<file path="src/rtl/lfsr_prng_core.sv">
// Pseudo-random word generator with runtime Fibonacci/Galois LFSR, seed/tap loading and valid/ready output.
// Optional LFSR_PERIOD_CNT_EN adds a step counter that reports the sequence period (period_o/period_vld_o).
module lfsr_prng_core #(
  parameter int          WIDTH        = 32,
  parameter int          OUT_BITS     = 8,
  parameter logic [63:0] DEFAULT_TAPS = 64'h8020_0003,
  parameter logic [63:0] DEFAULT_SEED = 64'h0000_0001
) (
  input  logic                wb_clk_i,
  input  logic                wb_rst_i,
  input  logic                enable_i,
  input  logic                seed_load_i,
  input  logic [WIDTH-1:0]    seed_i,
  input  logic [WIDTH-1:0]    taps_i,
  input  logic                mode_i,
  input  logic                out_ready_i,
  output logic                out_valid_o,
  output logic [OUT_BITS-1:0] out_data_o,
  output logic                seed_err_o,
  output logic [15:0]         word_cnt_o
`ifdef LFSR_PERIOD_CNT_EN
  ,
  output logic [WIDTH-1:0]    period_o,
  output logic                period_vld_o
`endif
);

  localparam int CW = (OUT_BITS > 1) ? $clog2(OUT_BITS) : 1;
  localparam logic [CW-1:0] LAST_BIT = CW'(OUT_BITS - 1);

  typedef enum logic [1:0] {IDLE, FILL, HOLD} fsm_t;

  fsm_t                fsm_q;
  logic [WIDTH-1:0]    lfsr_q;
  logic [WIDTH-1:0]    taps_q;
  logic                mode_q;
  logic [CW-1:0]       bit_cnt_q;
  logic [OUT_BITS-1:0] word_q;
  logic                out_valid_q;
  logic [OUT_BITS-1:0] out_data_q;
  logic                seed_err_q;
  logic [15:0]         word_cnt_q;

  logic                step_bit;
  logic [WIDTH-1:0]    lfsr_next;
  logic [OUT_BITS-1:0] word_next;
  logic                seed_zero;
  logic [WIDTH-1:0]    seed_eff;
  logic                step;

  always_comb begin
    step_bit  = 1'b0;
    lfsr_next = lfsr_q;
    if (mode_q) begin
      step_bit  = lfsr_q[0];
      lfsr_next = (lfsr_q >> 1) ^ (lfsr_q[0] ? taps_q : '0);
    end else begin
      step_bit  = lfsr_q[WIDTH-1];
      lfsr_next = {lfsr_q[WIDTH-2:0], ^(lfsr_q & taps_q)};
    end
  end

  // First generated bit of a word ends up in the MSB.
  generate
    if (OUT_BITS == 1) begin : g_word_1
      assign word_next = step_bit;
    end else begin : g_word_n
      assign word_next = {word_q[OUT_BITS-2:0], step_bit};
    end
  endgenerate

  // An all-zero seed would lock the LFSR, so it is replaced by 1.
  assign seed_zero = (seed_i == '0);
  assign seed_eff  = seed_zero ? WIDTH'(1) : seed_i;
  assign step      = (fsm_q == FILL) && enable_i && !seed_load_i;

  always_ff @(posedge wb_clk_i or negedge wb_rst_i) begin
    if (!wb_rst_i) begin
      fsm_q       <= IDLE;
      lfsr_q      <= DEFAULT_SEED[WIDTH-1:0];
      taps_q      <= DEFAULT_TAPS[WIDTH-1:0];
      mode_q      <= 1'b0;
      bit_cnt_q   <= '0;
      word_q      <= '0;
      out_valid_q <= 1'b0;
      out_data_q  <= '0;
      seed_err_q  <= 1'b0;
      word_cnt_q  <= '0;
    end else begin
      seed_err_q <= 1'b0;
      if (seed_load_i) begin
        lfsr_q      <= seed_eff;
        taps_q      <= taps_i;
        mode_q      <= mode_i;
        seed_err_q  <= seed_zero;
        fsm_q       <= IDLE;
        bit_cnt_q   <= '0;
        word_q      <= '0;
        out_valid_q <= 1'b0;
      end else begin
        case (fsm_q)
          IDLE: begin
            if (enable_i) fsm_q <= FILL;
          end
          FILL: begin
            if (step) begin
              lfsr_q <= lfsr_next;
              word_q <= word_next;
              if (bit_cnt_q == LAST_BIT) begin
                out_data_q  <= word_next;
                out_valid_q <= 1'b1;
                fsm_q       <= HOLD;
              end else begin
                bit_cnt_q <= bit_cnt_q + 1'b1;
              end
            end
          end
          HOLD: begin
            if (out_valid_q && out_ready_i) begin
              word_cnt_q  <= word_cnt_q + 16'd1;
              out_valid_q <= 1'b0;
              bit_cnt_q   <= '0;
              fsm_q       <= enable_i ? FILL : IDLE;
            end
          end
          default: fsm_q <= IDLE;
        endcase
      end
    end
  end

  assign out_valid_o = out_valid_q;
  assign out_data_o  = out_data_q;
  assign seed_err_o  = seed_err_q;
  assign word_cnt_o  = word_cnt_q;

`ifdef LFSR_PERIOD_CNT_EN
  logic [WIDTH-1:0] step_cnt_q;
  logic [WIDTH-1:0] step_cnt_inc;
  logic [WIDTH-1:0] seed_ref_q;
  logic [WIDTH-1:0] period_q;
  logic             period_vld_q;

  assign step_cnt_inc = (step_cnt_q == '1) ? step_cnt_q : step_cnt_q + 1'b1;

  // The period is the step count at which the state first returns to its seed.
  always_ff @(posedge wb_clk_i or negedge wb_rst_i) begin
    if (!wb_rst_i) begin
      step_cnt_q   <= '0;
      seed_ref_q   <= DEFAULT_SEED[WIDTH-1:0];
      period_q     <= '0;
      period_vld_q <= 1'b0;
    end else if (seed_load_i) begin
      step_cnt_q   <= '0;
      seed_ref_q   <= seed_eff;
      period_q     <= '0;
      period_vld_q <= 1'b0;
    end else if (step) begin
      step_cnt_q <= step_cnt_inc;
      if (!period_vld_q && (lfsr_next == seed_ref_q)) begin
        period_q     <= step_cnt_inc;
        period_vld_q <= 1'b1;
      end
    end
  end

  assign period_o     = period_q;
  assign period_vld_o = period_vld_q;
`endif

endmodule

</file>
<file path="config.mk">
export PLATFORM = sky130hd
export DESIGN_NAME = lfsr_prng_core
export DESIGN_NICKNAME = d
export VERILOG_FILES = /design/src/rtl/lfsr_prng_core.sv
export SDC_FILE = /design/constraint.sdc
export NUM_CORES = 1
export LEC_CHECK = 0
export ABC_AREA = 1
export BUFFER_PORTS_ARGS = -buffer_cell sky130_fd_sc_hd__buf_2
export CORE_MARGIN = 8
export CORE_UTILIZATION = 40
export DETAILED_ROUTE_END_ITERATION = 8
export GPL_TIMING_DRIVEN = 0
export PLACE_DENSITY = 0.71
export SYNTH_ARGS = -nofsm -noshare
export SYNTH_HDL_FRONTEND = slang
export SYNTH_SLANG_ARGS = --single-unit
</file>
<file path="constraint.sdc">
create_clock -name wb_clk_i -period 1.9 [get_ports wb_clk_i]
set_input_delay 0.19 -clock wb_clk_i [delete_from_list [all_inputs] [get_ports wb_clk_i]]
set_output_delay 0.19 -clock wb_clk_i [all_outputs]
set_load 0.02 [all_outputs]
</file>
Word level (Yosys, flattened, before mapping)
Index checks and enable logic that the tools add are counted.
- flip-flop bits (word level): 103
- bits of input ports: 70
- equal/unequal tests: 8
- multiplexer cells: 28
- bitwise gates (word level): 3
- reduce and logical (&&, ||, !) cells: 16
- add/sub/neg operators: 2
- operators with widths (cell ; number):
    $mux W32 ; 6
    $and A32 B32 Y32 ; 1
    $logic_not A32 Y1 ; 1
    $reduce_xor A32 Y1 ; 1
    $xor A31 B32 Y32 ; 1
    $mux W7 ; 3
    $add A16 B1 Y16 const B ; 1
    $reduce_and A4 Y1 ; 4
    $mux W3 ; 4
    $ne A3 B3 Y1 const B ; 4
    $mux W2 ; 5
    $mux W1 ; 7
    $pmux W2 S3 ; 1
    $pmux W3 S2 ; 1
    $reduce_bool A2 Y1 ; 2
    $add A3 B1 Y3 const B ; 1
    $eq A3 B3 Y1 const B ; 1
    $logic_and A1 B1 Y1 ; 3
    $ne A3 B2 Y1 const B ; 1
    $reduce_and A3 Y1 ; 1
    $reduce_bool A3 Y1 ; 1
    $eq A2 B1 Y1 const B ; 1
    $eq A2 B2 Y1 const B ; 1
    $logic_not A2 Y1 ; 1
    other kinds (4) ; 4

Longest topological paths before layout
Gate-level depths: netlist (run 1).
- depth in word-level cells: 6
- mapped depth: 17
- mapped depth without buffers: 16

Worst setup path after synthesis (run 1)
OpenSTA, ideal clock, no wires.
- kind: reg-to-reg
- from: reg out_valid_q (netlist: out_valid_o)
- to: reg word_cnt_q[15] (netlist: word_cnt_o[15])
- required time: 1.772 ns
- buffers on the path: 0
- library setup time: 0.128 ns
- arrival: 1.462 ns
- setup slack: 0.310 ns
- cell stages (with the launch flop): 9
- clock period less this slack: 1.590 ns
- path through: dfrtp_1 -> nand2_1 -> nor3_2 -> nand2_2 -> nor3_2 -> nand4_1 -> nor2_2 -> nand3_2 -> xnor2_1
- word-level cells in the longest chain between the ends: 2
- ends and longest elaborated chain (element ; RTL line ; RTL):
    from (decl) ; 39 ; logic out_valid_q;
    from (signal assigned) ; 85 ; out_valid_q <= 1'b0;
    from (signal assigned) ; 99 ; out_valid_q <= 1'b0;
    from (signal assigned) ; 111 ; out_valid_q <= 1'b1;
    $logic_and A1 B1 Y1 ; 119 ; if (out_valid_q && out_ready_i) begin
    $reduce_and A3 Y1 (no line) ; -- ;
    to (signal assigned) ; 120 ; word_cnt_q <= word_cnt_q + 16'd1;
    to (decl) ; 42 ; logic [15:0] word_cnt_q;
Every way passes these cells.
A chain may end at the register's enable or synchronous reset.

Final worst setup path (run 1)
- from: reg lfsr_q[0]
- to: reg lfsr_q[28]
- word-level cells in the longest chain between the ends: 6
- ends and longest elaborated chain (element ; RTL line ; RTL):
    from (decl) ; 34 ; logic [WIDTH-1:0] lfsr_q;
    from (signal assigned) ; 80 ; lfsr_q <= DEFAULT_SEED[WIDTH-1:0];
    from (signal assigned) ; 107 ; lfsr_q <= lfsr_next;
    $mux W32 ; 56 ; lfsr_next = (lfsr_q >> 1) ^ (lfsr_q[0] ? taps_q : '0);
    $xor A31 B32 Y32 ; 56 ;
    $mux W32 ; 54 ; if (mode_q) begin
    $mux W32 ; 106 ; if (step) begin
    $mux W32 ; 101 ; case (fsm_q)
    $mux W32 ; 91 ; if (seed_load_i) begin
Every way passes these cells. The select of a mux whose other input is x is not followed.

==> results of run 1 <==
[layout by cell type (no fill, tap or decap), drive strengths merged, types with 4 or more instances in the layout]
cell type / count
nor4: 8
xor2: 38
clkinv: 4
nor3: 4
xnor2: 11
a21oi: 8
clkbuf: 32
buf: 104
o221ai: 26
nand4: 7
nand2: 353
dfstp: 5
o21ai: 48
dfrtp: 98
nor2: 48
nand3: 13
inv: 89
o22ai: 7
[per-stage QoR]
step	hold slack, ns	total power (W)
after detailed placement	0.192	0.00453
after CTS	0.0180	0.00645
after global routing	0.0264	0.00684
after floorplan	-0.106	0.00401
after global placement	0.392	0.00448
final	0.0346	0.00641
[sequential cells by signal (all words and copies together), names as in the netlist]
signal	count
mode_q	1
out_data_o	8
out_valid_o	1
word_q	7
lfsr_q	32
taps_q	32
bit_cnt_q	3
fsm_q	2
word_cnt_o	16
seed_err_o	1
[layout make-up]
class	instances	area [um^2]
antenna	3	7.51
buffer	28	134
clock buffer	11	233
clock inverter	5	60.1
fill	1508	7550
inverter	90	338
multi-input combinational	581	2870
sequential	103	2580
tap	184	230
timing repair buffer	98	526
[cell families after synthesis]
family | Yosys count | synth area share
AOI/OAI and AO/OA | 96 | 0.102
xor gates and xnor gates | 49 | 0.0724
adders and majority gates | 3 | 0.00633
buffers and inverters | 119 | 0.0804
DFF | 103 | 0.436
and+or+nand+nor | 433 | 0.303
[path summary, 6_finish.rpt]
path	slack, ns	depth (start not counted)	end
hold / removal	0.03	3	taps_q[28]
setup / recovery	0.1	6	lfsr_q[28]
max in group asynchronous	0.80	3	taps_q[0]
min in group asynchronous	0.33	2	word_cnt_o[14]
hold reg to reg	0.47	1	word_cnt_o[15]
setup reg to reg	0.1	6	lfsr_q[28]
[where the power goes]
part	internal (W)	switching (W)
combinational	0.000667	0.00116
clock	0.00103	0.000851
sequential	0.00246	0.000229
[timing repair]
| item | CTS | global route |
|---|---|---|
| gates resized for setup | 0 | 1 |
| setup buffers | 0 | 2 |
| endpoints found under the setup margin | 0 | 13 |
| hold buffers | 1 | 0 |
| endpoints found under the hold margin | 36 | 0 |
[metal layers]
layer | track usage | part of all wire | vias to the layer above
met3 | 0.0616 | 0.091 | 25
met4 | 0.0603 | 0.019 | 6
met2 | 0.277 | 0.45 | 166
met5 | 0 | 0.0021 | -
li1 | - | - | 2752
met1 | 0.220 | 0.44 | 2536
[critical path: cells and delay by family (launching register included)]
kind            cells  cell delay (ns)
xor+xnor            1             0.14
flops               1             0.55
simple gates        1             0.12
compound gates      2             0.31
buf+inv             2             0.54
==> flow_summary.ini, run 1 <==
[timing]
post-route-period-util = 0.950
final-setup-viol-count = 0
drv_slew = 0
grt_setup_unrepaired = no
worstMarginPinSlew_ns = 0.602
fin_setup_tns_ns = 0
worst_slack_ns = 0.0950
min_period_ns = 1.80
finalClockSkew_ns = 0.00607
hold_viol = 0
fmax_ghz = 0.554
slew-limit-headroom = 0.595

[synth]
async_reset_ff_frac = 1.00
netlist.area_leader.share = 0.414
synth_seq_cells = 103
synth_cells = 803
syn_nets = 876
yosysTopAreaCell = dfrtp_1
synth_cell_types = 36
yosys-top-cells-area = dfrtp_1, nand2_1, xor2_1
yosys-top-cells-count = nand2_1, dfrtp_1, inv_1
seq_area_frac_synth = 0.436
synthFlopType = dfrtp_1
yosysMostFrequentCell = nand2_1
synth_edf_count = 0
yosysWarnings = 0
avgSynthCellArea_um2 = 7.39
syn_area_um2 = 5930

[die]
dieArea_um2 = 19000
row_count = 44
io_pins = 96
core_um2 = 14500
die_y_um = 138
die_w_um = 138
start_util = 0.408

[route]
routed_wl_mm = 15.9
num_vias = 5485
firstDrtPassIters = 5
route.detailed.drc = 0
dr.first_iter.drc_count = 417
wl_per_cell_um = 14.4
vias_per_cell = 4.97
ant_nets = 0

[clocking]
clkSlewWorstSetupHoldPaths_ns = 0.07
htreeDepth = 3
cts_tree = yes
cts_buffers = 9
clkSinkCount = 103
cts_buffer_depth = 2
cts_root_buffer = clkbuf_16
clk-insertion-delay-late_ns = 0.35

[cells_and_area]
finalNonFillerCells = 1103
syn_to_final_growth_pct = 17.7
fin_util = 0.480
final_area_um2 = 6980
drive_above_1_share = 0.160
fin_nets = 984

[critical_path]
end_kind = flip-flop
r2r_start = lfsr_q[0]
cp_cell_sequence = buf_4 > clkbuf_1 > nand2_1 > xnor2_1 > o21ai_0 > o211ai_1
worstPathArrival_ns = 2.02
critPathRequiredTime_ns = 2.12
slowest_delay_ns = 0.55
crit_start = lfsr_q[0]
path_class = reg2reg
crit_path_start_kind = flip-flop
cp_max_fo = 10
cp_slowest_cell = dfstp_2

[power]
ir_drop_v = 0.000511
p_leak_nw = 3.72
p_per_area_nw_per_um2 = 917

[placed_design]
pre_cts_ws_ns = 0.0941
portBuffers = 94
numPlacedInstances = 1082
dp_hpwl_mm = 11.9
gp_congestion = 0.861
placed_cell_area_um2 = 6660

[grt]
grt_max_degree = 68
grt_pass1_wl_mm = 26.1
grt_pass1_vias = 5440
grtUsageTotal = 0.176
antenna_found_initial = 5
grt_overflow = 0

[hold_path]
min_path_type = in2reg
worstHoldStart = taps_i[28]

[outcome]
status = complete, no violations

[run]
maxCapViolCount = 0
Note: power is estimated with default switching activity, not from simulation.
==> run 2: changes to the inputs <==
--- a/config.mk
+++ b/config.mk
@@ -8,10 +8,11 @@
 export ABC_AREA = 1
 export BUFFER_PORTS_ARGS = -buffer_cell sky130_fd_sc_hd__buf_2
 export CORE_MARGIN = 8
-export CORE_UTILIZATION = 40
+export CORE_UTILIZATION = 50
 export DETAILED_ROUTE_END_ITERATION = 8
 export GPL_TIMING_DRIVEN = 0
-export PLACE_DENSITY = 0.71
+export PLACE_DENSITY = 0.83
+export SETUP_SLACK_MARGIN = 0.3
 export SYNTH_ARGS = -nofsm -noshare
 export SYNTH_HDL_FRONTEND = slang
 export SYNTH_SLANG_ARGS = --single-unit
==> flow_summary.ini, run 2 (same netlist as run 1, synthesis figures left out) <==
[outcome]
status = complete, no violations

[clocking]
cts_buffers = 9
cts_buffer_depth = 2
clkSinkCount = 103
cts_root_buffer = clkbuf_16
clk-insertion-delay-late_ns = 0.36
clkSlewWorstSetupHoldPaths_ns = 0.08
htreeDepth = 3
cts_tree = yes

[route]
firstDrtPassIters = 5
routed_wl_mm = 16.3
num_vias = 5747
vias_per_cell = 5.32
dr.first_iter.drc_count = 358
route.detailed.drc = 0
wl_per_cell_um = 15.1
ant_nets = 0

[die]
start_util = 0.515
die_w_um = 125
io_pins = 96
dieArea_um2 = 15600
row_count = 39
core_um2 = 11500
die_y_um = 125

[grt]
grtUsageTotal = 0.206
grt_overflow = 0
grt_pass1_wl_mm = 26.7
grt_pass1_vias = 5726
grt_max_degree = 55
antenna_found_initial = 4

[run]
maxCapViolCount = 0

[critical_path]
path_class = reg2reg
reg2reg_depth = 10
worstPathArrival_ns = 1.98
critPathRequiredTime_ns = 2.15
endpoint = word_cnt_o[14]
end_kind = flip-flop
r2r_end = word_cnt_o[14]
cp_max_fo = 3
r2r_start = fsm_q[0]
reg2reg_slack_ns = 0.18
crit_start = fsm_q[0]
crit_path_start_kind = flip-flop

[placed_design]
portBuffers = 94
placed_cell_area_um2 = 6610
dp_hpwl_mm = 11.5
gp_congestion = 0.885

[timing]
hold_viol = 0
min_period_ns = 1.72
finalClockSkew_ns = 0.00993
final-setup-viol-count = 0
worstMarginPinSlew_ns = 0.733
holdWs_ns = 0.0264
fmax_ghz = 0.580
post-route-period-util = 0.907
grt_setup_unrepaired = yes
drv_slew = 0
slew-limit-headroom = 0.511

[hold_path]
worstHoldPathCells = 3
min_path_type = in2reg

[cells_and_area]
final_common_cell = nand2_1
drive_above_1_share = 0.202
final_area_um2 = 7170
syn_to_final_growth_pct = 20.9
fin_nets = 1005
fin_util = 0.623
most-common-layout-cells = nand2_1, dfrtp_1, buf_2, inv_1, o21ai_0

[power]
p_leak_nw = 3.87
p_per_area_nw_per_um2 = 921
power_w = 0.00660
ir_drop_v = 0.000565
-- run 2: cell count changes in the layout (fill, tap and decap cells not counted), sizes merged, moves of 2 or more --
cell	change
diode	-2
inv	+4
clkbuf	-3
buf	+23
-- run 2: how the worst min path moves through the flow --
stage | from | slack (ns) | to
after CTS | taps_i[1] | 0.02 | taps_q[1]
after global routing | taps_i[18] | 0.04 | taps_q[18]
final | taps_i[1] | 0.03 | taps_q[1]
after detailed placement | wb_rst_i | 0.29 | lfsr_q[15]
after floorplan | wb_rst_i | -0.11 | bit_cnt_q[0]
after global placement | taps_i[1] | 0.39 | taps_q[1]
-- run 2: what timing repair did --
| item | CTS | global route |
|---|---|---|
| hold endpoints to repair | 50 | 0 |
| setup buffers | 8 | 14 |
| pin swaps | 10 | 20 |
| hold buffers | 1 | 0 |
| resized for setup | 17 | 30 |
| endpoints found under the setup margin | 49 | 56 |
| cloned | 0 | 0 |
-- run 2: final cells by class --
| class | count | area, um^2 |
|---|---|---|
| antenna | 1 | 2.50 |
| buffer | 29 | 184 |
| clock buffer | 10 | 229 |
| clock inverter | 6 | 57.6 |
| fill | 1011 | 4340 |
| inverter | 90 | 340 |
| multi-input combinational | 581 | 2910 |
| sequential | 103 | 2590 |
| tap | 143 | 179 |
| timing repair buffer | 118 | 679 |
-- run 2: where the power goes --
group,internal [W],switching (W),total (W)
logic,0.000801,0.00128,0.00208
clock network,0.000926,0.000916,0.00184
registers,0.00246,0.000216,0.00268
total,0.00419,0.00241,0.00660
-- run 2: critical path: stages (launching register included) --
cell,delay [ns]
dfrtp_2,0.42
buf_6,0.13
nor2_8,0.12
nand4_4,0.10
nor2_4,0.16
nand2_2,0.08
nor2_4,0.16
nand4_4,0.12
nor2_4,0.15
nand2_2,0.06
xnor2_1,0.12
-- run 2: through the flow --
step,setup WS [ns],setup TNS [ns],cells
3_3_place_gp,-0.524,-50.58,1040
6_report,0.176,0,1081
2_1_floorplan,0.310,0,803
5_1_grt,0.102,0,1081
4_1_cts,0.252,0,1066
3_5_place_dp,0.0999,0,1041
-- run 2: layer usage --
metal  global-route usage  share of wire
met1                0.248           0.42
met2                0.339           0.47
met3               0.0676          0.086
met4               0.0774          0.023
met5                    0         0.0018
